`config.mk`:
```
export PLATFORM = sky130hd
export DESIGN_NAME = wave_plot_ctrl_flat
export DESIGN_NICKNAME = d
export VERILOG_FILES = /design/src/rtl/wave_plot_ctrl_pkg.sv /design/src/rtl/wave_plot_ctrl_if.sv /design/src/rtl/wave_plot_ctrl_clear_sweep.sv /design/src/rtl/wave_plot_ctrl.sv /design/src/flat_wrapper.sv
export SDC_FILE = /design/constraint.sdc
export NUM_CORES = 1
export LEC_CHECK = 0
export BUFFER_PORTS_ARGS = -buffer_cell sky130_fd_sc_hd__buf_2
export CAP_MARGIN = 20
export CORE_MARGIN = 4
export CORE_UTILIZATION = 42
export DETAILED_ROUTE_END_ITERATION = 7
export MAX_ROUTING_LAYER = met4
export PLACE_DENSITY = 0.74
export SLEW_MARGIN = 30
export SYNTH_ARGS = -nofsm -noshare
export SYNTH_HDL_FRONTEND = slang
export SYNTH_SLANG_ARGS = --single-unit
```
`constraint.sdc`:
```
create_clock -name clk -period 5.4 [get_ports clk]
set_clock_uncertainty 0.1 [all_clocks]
set_input_delay 1.08 -clock clk [delete_from_list [all_inputs] [get_ports clk]]
set_output_delay 1.08 -clock clk [all_outputs]
set_load 0.05 [all_outputs]
```
`src/rtl/wave_plot_ctrl_pkg.sv`:
```
// Shared screen geometry, colour width and controller state encoding for the
// trace-plotting controller and its clear sweep.
package wave_plot_ctrl_pkg;

    localparam int SCREEN_W = 160;
    localparam int SCREEN_H = 120;
    localparam int COLOUR_W = 12;
    localparam int X_W      = 8;
    localparam int Y_W      = 7;
    localparam int GEN_Y_W  = 8;

    typedef enum logic [2:0] {
        ST_IDLE  = 3'd0,
        ST_CLEAR = 3'd1,
        ST_ARM   = 3'd2,
        ST_DRAW  = 3'd3,
        ST_FLUSH = 3'd4,
        ST_DONE  = 3'd5
    } state_e;

    // Generator Y grows upward while screen rows grow downward; out-of-range Y pins to the top row.
    function automatic logic [Y_W-1:0] map_row(input logic [GEN_Y_W-1:0] y,
                                               input logic [GEN_Y_W-1:0] y_max);
        logic [GEN_Y_W-1:0] y_clamped;
        y_clamped = (y > y_max) ? y_max : y;
        return Y_W'(y_max - y_clamped);
    endfunction

endpackage

```
`src/rtl/wave_plot_ctrl_if.sv`:
```
// Control, generator and framebuffer signals of the trace-plotting controller.
// master = the controller, slave = its surroundings (generator, framebuffer, sequencer).
interface wave_plot_ctrl_if;
    import wave_plot_ctrl_pkg::*;

    logic                start;
    logic [X_W-1:0]      gen_x;
    logic [GEN_Y_W-1:0]  gen_y;
    logic [COLOUR_W-1:0] gen_color;
    logic                gen_finished;
    logic                gen_enable;
    logic                gen_reset;
    logic [X_W-1:0]      vga_x;
    logic [Y_W-1:0]      vga_y;
    logic [COLOUR_W-1:0] vga_colour;
    logic                vga_plot;
    logic                busy;
    logic                done;

    modport master (
        input  start, gen_x, gen_y, gen_color, gen_finished,
        output gen_enable, gen_reset, vga_x, vga_y, vga_colour, vga_plot, busy, done
    );

    modport slave (
        output start, gen_x, gen_y, gen_color, gen_finished,
        input  gen_enable, gen_reset, vga_x, vga_y, vga_colour, vga_plot, busy, done
    );

endinterface

```
`src/rtl/wave_plot_ctrl_clear_sweep.sv`:
```
// Row-major full-screen sweep: one (cx, cy) coordinate per cycle while run_i is high,
// flagging the final pixel so a draw controller can leave its clear state.
module wave_plot_ctrl_clear_sweep
    import wave_plot_ctrl_pkg::*;
#(
    parameter int WIDTH  = SCREEN_W,
    parameter int HEIGHT = SCREEN_H
) (
    input  logic           clk,
    input  logic           reset,
    input  logic           run_i,
    output logic [X_W-1:0] cx_o,
    output logic [Y_W-1:0] cy_o,
    output logic           en_o,
    output logic           last_o
);

    localparam logic [X_W-1:0] CX_LAST = X_W'(WIDTH - 1);
    localparam logic [Y_W-1:0] CY_LAST = Y_W'(HEIGHT - 1);

    logic [X_W-1:0] cx_q, cx_d;
    logic [Y_W-1:0] cy_q, cy_d;

    // Counters wrap to (0,0) after the last pixel so the next sweep starts clean.
    always_comb begin
        cx_d = cx_q;
        cy_d = cy_q;
        if (run_i) begin
            if (cx_q == CX_LAST) begin
                cx_d = '0;
                cy_d = (cy_q == CY_LAST) ? '0 : cy_q + 1'b1;
            end else begin
                cx_d = cx_q + 1'b1;
            end
        end
    end

    always_ff @(posedge clk) begin
        if (reset) begin
            cx_q <= '0;
            cy_q <= '0;
        end else begin
            cx_q <= cx_d;
            cy_q <= cy_d;
        end
    end

    assign cx_o   = cx_q;
    assign cy_o   = cy_q;
    assign en_o   = run_i;
    assign last_o = run_i && (cx_q == CX_LAST) && (cy_q == CY_LAST);

endmodule

```
`src/rtl/wave_plot_ctrl.sv`:
```
// Trace-plotting controller: optional framebuffer clear, generator re-arm, then one
// plot per generator sample with X delayed a cycle to line up with the ROM's Y.
module wave_plot_ctrl
    import wave_plot_ctrl_pkg::*;
#(
    parameter int                  WIDTH          = SCREEN_W,
    parameter int                  HEIGHT         = SCREEN_H,
    parameter logic [COLOUR_W-1:0] BG_COLOUR      = 12'h000,
    parameter bit                  CLEAR_ON_START = 1'b1
) (
    input  logic          clk,
    input  logic          reset,
    wave_plot_ctrl_if.master bus
);

    localparam logic [GEN_Y_W-1:0] Y_MAX = GEN_Y_W'(HEIGHT - 1);

    state_e state_q, state_d;

    logic           sweep_en, sweep_last;
    logic [X_W-1:0] sweep_x;
    logic [Y_W-1:0] sweep_y;

    logic gen_enable_s, gen_reset_s, busy_s, done_s;

    logic [X_W-1:0]      samp_x_q;
    logic [COLOUR_W-1:0] samp_c_q;
    logic                samp_valid_q;

    logic [X_W-1:0]      vga_x_q;
    logic [Y_W-1:0]      vga_y_q;
    logic [COLOUR_W-1:0] vga_colour_q;
    logic                vga_plot_q;

    wave_plot_ctrl_clear_sweep #(
        .WIDTH  (WIDTH),
        .HEIGHT (HEIGHT)
    ) u_sweep (
        .clk    (clk),
        .reset  (reset),
        .run_i  (state_q == ST_CLEAR),
        .cx_o   (sweep_x),
        .cy_o   (sweep_y),
        .en_o   (sweep_en),
        .last_o (sweep_last)
    );

    always_ff @(posedge clk) begin
        if (reset) begin
            state_q <= ST_IDLE;
        end else begin
            state_q <= state_d;
        end
    end

    always_comb begin
        state_d      = state_q;
        gen_enable_s = 1'b0;
        gen_reset_s  = 1'b0;
        busy_s       = 1'b1;
        done_s       = 1'b0;
        case (state_q)
            ST_IDLE: begin
                busy_s = 1'b0;
                if (bus.start) begin
                    state_d = CLEAR_ON_START ? ST_CLEAR : ST_ARM;
                end
            end
            ST_CLEAR: begin
                if (sweep_last) begin
                    state_d = ST_ARM;
                end
            end
            ST_ARM: begin
                gen_reset_s = 1'b1;
                state_d     = ST_DRAW;
            end
            ST_DRAW: begin
                gen_enable_s = 1'b1;
                if (bus.gen_finished) begin
                    state_d = ST_FLUSH;
                end
            end
            ST_FLUSH: begin
                state_d = ST_DONE;
            end
            ST_DONE: begin
                done_s  = 1'b1;
                state_d = ST_IDLE;
            end
            default: begin
                state_d = ST_IDLE;
            end
        endcase
    end

    // The ROM answers one cycle after its address, so X and colour wait here for their Y.
    always_ff @(posedge clk) begin
        if (reset) begin
            samp_x_q     <= '0;
            samp_c_q     <= '0;
            samp_valid_q <= 1'b0;
        end else begin
            samp_valid_q <= (state_q == ST_DRAW);
            if (state_q == ST_DRAW) begin
                samp_x_q <= bus.gen_x;
                samp_c_q <= bus.gen_color;
            end
        end
    end

    always_ff @(posedge clk) begin
        if (reset) begin
            vga_x_q      <= '0;
            vga_y_q      <= '0;
            vga_colour_q <= '0;
            vga_plot_q   <= 1'b0;
        end else if (sweep_en) begin
            vga_x_q      <= sweep_x;
            vga_y_q      <= sweep_y;
            vga_colour_q <= BG_COLOUR;
            vga_plot_q   <= 1'b1;
        end else if (samp_valid_q) begin
            vga_x_q      <= samp_x_q;
            vga_y_q      <= map_row(bus.gen_y, Y_MAX);
            vga_colour_q <= samp_c_q;
            vga_plot_q   <= 1'b1;
        end else begin
            vga_plot_q   <= 1'b0;
        end
    end

    assign bus.gen_enable = gen_enable_s;
    assign bus.gen_reset  = gen_reset_s;
    assign bus.busy       = busy_s;
    assign bus.done       = done_s;
    assign bus.vga_x      = vga_x_q;
    assign bus.vga_y      = vga_y_q;
    assign bus.vga_colour = vga_colour_q;
    assign bus.vga_plot   = vga_plot_q;

endmodule
```
`src/flat_wrapper.sv`:
```
// flat-port wrapper written by rule: the top's interface ports become plain ports
module wave_plot_ctrl_flat import wave_plot_ctrl_pkg::*;
#(
    parameter int                  WIDTH          = SCREEN_W,
    parameter int                  HEIGHT         = SCREEN_H,
    parameter logic [COLOUR_W-1:0] BG_COLOUR      = 12'h000,
    parameter bit                  CLEAR_ON_START = 1'b1
)
  (clk, reset, bus_start, bus_gen_x, bus_gen_y, bus_gen_color, bus_gen_finished, bus_gen_enable, bus_gen_reset, bus_vga_x, bus_vga_y, bus_vga_colour, bus_vga_plot, bus_busy, bus_done);
  wave_plot_ctrl_if bus_i ();
  input  logic clk;
  input  logic reset;
  input wire logic [$bits(bus_i.start)-1:0] bus_start;
  input wire logic [$bits(bus_i.gen_x)-1:0] bus_gen_x;
  input wire logic [$bits(bus_i.gen_y)-1:0] bus_gen_y;
  input wire logic [$bits(bus_i.gen_color)-1:0] bus_gen_color;
  input wire logic [$bits(bus_i.gen_finished)-1:0] bus_gen_finished;
  output wire logic [$bits(bus_i.gen_enable)-1:0] bus_gen_enable;
  output wire logic [$bits(bus_i.gen_reset)-1:0] bus_gen_reset;
  output wire logic [$bits(bus_i.vga_x)-1:0] bus_vga_x;
  output wire logic [$bits(bus_i.vga_y)-1:0] bus_vga_y;
  output wire logic [$bits(bus_i.vga_colour)-1:0] bus_vga_colour;
  output wire logic [$bits(bus_i.vga_plot)-1:0] bus_vga_plot;
  output wire logic [$bits(bus_i.busy)-1:0] bus_busy;
  output wire logic [$bits(bus_i.done)-1:0] bus_done;
  assign bus_i.start = bus_start;
  assign bus_i.gen_x = bus_gen_x;
  assign bus_i.gen_y = bus_gen_y;
  assign bus_i.gen_color = bus_gen_color;
  assign bus_i.gen_finished = bus_gen_finished;
  assign bus_gen_enable = bus_i.gen_enable;
  assign bus_gen_reset = bus_i.gen_reset;
  assign bus_vga_x = bus_i.vga_x;
  assign bus_vga_y = bus_i.vga_y;
  assign bus_vga_colour = bus_i.vga_colour;
  assign bus_vga_plot = bus_i.vga_plot;
  assign bus_busy = bus_i.busy;
  assign bus_done = bus_i.done;
  wave_plot_ctrl #(.WIDTH(WIDTH), .HEIGHT(HEIGHT), .BG_COLOUR(BG_COLOUR), .CLEAR_ON_START(CLEAR_ON_START)) u_core (.clk(clk), .reset(reset), .bus(bus_i));
endmodule
```
==> flow_metrics.py <==
metrics = {
    "run_status": {
        "outcome": "completed",
    },
    "final_layout": {
        "final_cell_mix": "dfxtp_1 (67), buf_2 (63), nand2_1 (52), nor2_1 (39), a21oi_1 (27)",
        "layout_commonest_cell": "dfxtp_1",
        "final_area_um2": 3316,
        "drive_gt1_share_pct": 24.66,
        "syn_to_final_growth_pct": 17.52,
        "nNetsFinal": 403,
        "final_util_pct": 51.63,
        "diodes": 0,
    },
    "timing": {
        "hold_violations": 0,
        "slew_violations": 0,
        "relSlewSlack_pct": 38.64,
        "fmax_mhz": 258.8,
        "fin_tns_setup_ns": 0,
        "setup_violations": 0,
        "holdWs_ns": 0.3580,
        "worst_slew_pin_slew_ns": 0.9205,
        "period_share_pct": 71.56,
        "post-route-min-period_ns": 3.864,
        "rsz0062_at_grt": "no",
    },
    "logic_synthesis": {
        "ys.flop_type": "dfxtp_1",
        "seq_area_frac_synth_pct": 47.54,
        "ys_async_sr_fraction_pct": 0,
        "netlist_area_um2": 2821,
        "ys_ff_latch": 67,
        "mappedNetlistNets": 350,
        "synth_cell_types": 42,
        "syn_area_per_cell_um2": 8.957,
        "yosysWarnings": 0,
        "synth-edff-count": 0,
        "netlist.area_leader.share_pct": 47.54,
        "syn_inst": 315,
        "synth_top_area_cell": "dfxtp_1",
        "yosys-top-cells-area": "dfxtp_1 (48%), mux2i_1 (7.5%), nand2_1 (6.9%)",
    },
    "clocking": {
        "cts-root-buf": "clkbuf_8",
        "post_cts_resized": 0,
        "htreeDepth": 3,
        "cts_setup_buffers": 0,
        "cts_num_sinks": 67,
        "cts-buffers-inserted": 9,
        "hold_buffers": 0,
        "cts_buffer_depth": 2,
        "clkTransAtPathRegs_ns": 0.07,
        "tritoncts": "yes",
        "clk-insertion-delay-late_ns": 0.34,
    },
    "power": {
        "power.leakage_nw": 1.278,
        "p_sw_mw": 0.2601,
        "power_frac_seq_pct": 50.9,
        "vdd_drop_max_mv": 0.1475,
        "p_int_mw": 0.7419,
        "power_frac_comb_pct": 8.6,
        "p_clk_share_pct": 40.6,
        "total_power_mw": 1.002,
        "power.density_nw_per_um2": 302.2,
        "switching_share_pct": 25.96,
    },
    "global_routing": {
        "grt_use_total_pct": 16.54,
        "grt_max_degree": 53,
        "grt_antenna_before_repair": 0,
        "grt_use_met2_pct": 26.00,
        "top_usage_layer": "met2",
        "grt_pass1_wl_um": 10750,
        "use_met3_pct": 3.172,
        "met1_usage_pct": 20.66,
        "grt_overflow": 0,
        "grt_pass1_vias": 2293,
    },
    "setup_path": {
        "cp-end-kind": "primary output",
        "required_ns": 4.22,
        "start_kind": "register",
        "worstSetupPathType": "reg -> out",
        "crit_fanout": 22,
        "arrival_ns": 2.68,
    },
    "detailed_routing": {
        "viasPerCell": 5.267,
        "ant_nets": 0,
        "drc_errors": 0,
        "drt_pass1_iterations": 4,
        "via_count": 2370,
        "routed_wl_um": 6184,
        "drtIter0Drc": 120,
        "wl_per_cell_um": 13.74,
    },
    "floorplan": {
        "fp.dieH_um": 89.96,
        "die_w_um": 89.96,
        "rows": 29,
        "core_area_um2": 6422,
        "initial_utilization_pct": 43.93,
        "num_io_pins": 64,
        "dieArea_um2": 8093,
    },
    "placed_design": {
        "routabilityCongestion": 0.8603,
        "io_buffer_count": 63,
        "place_area_um2": 3123,
        "hpwl_um": 4237,
    },
    "run": {
        "drv_cap": 0,
    },
    "min_path": {
        "hp-class": "reg -> reg",
    },
}
per-stage QoR:
stage	std cells	setup WS (ns)
2_1_floorplan	315	3.059
3_3_place_gp	434	2.030
3_5_place_dp	434	1.943
4_1_cts	450	1.555
5_1_grt	450	1.404
6_report	450	1.536
power by group through the flow:
stage,clock (mW),sequential [mW],combinational [mW]
after CTS,0.417,0.509,0.0874
after global placement,0,0.521,0.0863
after detailed placement,0,0.521,0.0871
after global routing,0.439,0.511,0.0931
final,0.406,0.510,0.0861
after floorplan,0,0.544,0.0396
critical path: stages, from the launching register on:
cell	delay [ns]
dfxtp_1	0.52
nor2b_1	0.27
nand2_1	0.48
inv_1	0.69
buf_2	0.38
metal layers:
metal	wire (um)	share of wire [%]	vias up
met5	0	0	-
li1	-	-	1195
met1	2945	48	1102
met4	101	1.6	0
met2	2780	45	62
met3	357	5.8	11
synth_stat cells (all sizes together), types with 6 or more instances:
cell type  count
dfxtp         67
nand2         52
nor2          39
a21oi         27
mux2i         21
buf           15
a211oi         9
inv            8
clkbuf         7
nor3           7
nand4          6
logic make-up (layout without fill, tap and decap cells):
logic type / Yosys count / in the layout / synth area share (%)
flops: 67 / 67 / 47.54
fa+ha+maj: 3 / 3 / 1.331
mux: 21 / 21 / 7.450
simple gates: 131 / 131 / 23.06
xor+xnor: 10 / 10 / 3.104
compound gates: 53 / 53 / 12.28
buf+inv: 30 / 88 / 5.233
registers in the layout, summed over array words and instances, names as in the netlist:
register and count:
u_core.state_q 3, u_core.bus.vga_plot 1, u_core.bus.vga_x 8, u_core.bus.vga_colour 12, u_core.u_sweep.cx_o 8, u_core.samp_x_q 8, u_core.bus.vga_y 7, u_core.samp_valid_q 1
u_core.u_sweep.cy_o 7, u_core.samp_c_q 12
layout make-up:
class	count	area, um2
fillers	621	3107
flip-flops and latches	67	1341
multi-input cells	218	1333
repair buffers	64	322.8
clock buffers	9	123.9
well taps	77	96.34
clock inverters	7	68.82
inverters	8	30.03
final timing paths:
path | startpoint | to | slack [ns] | cells after the start
setup / recovery | u_core.state_q[1] | bus_gen_enable | 1.54 | 4
hold / removal | u_core.samp_c_q[7] | u_core.samp_c_q[7] | 0.36 | 2
setup reg to reg | u_core.state_q[1] | u_core.samp_c_q[8] | 3.00 | 5
hold reg to reg | u_core.samp_c_q[7] | u_core.samp_c_q[7] | 0.36 | 2
No activity file was read; power rests on OpenSTA's default activity.
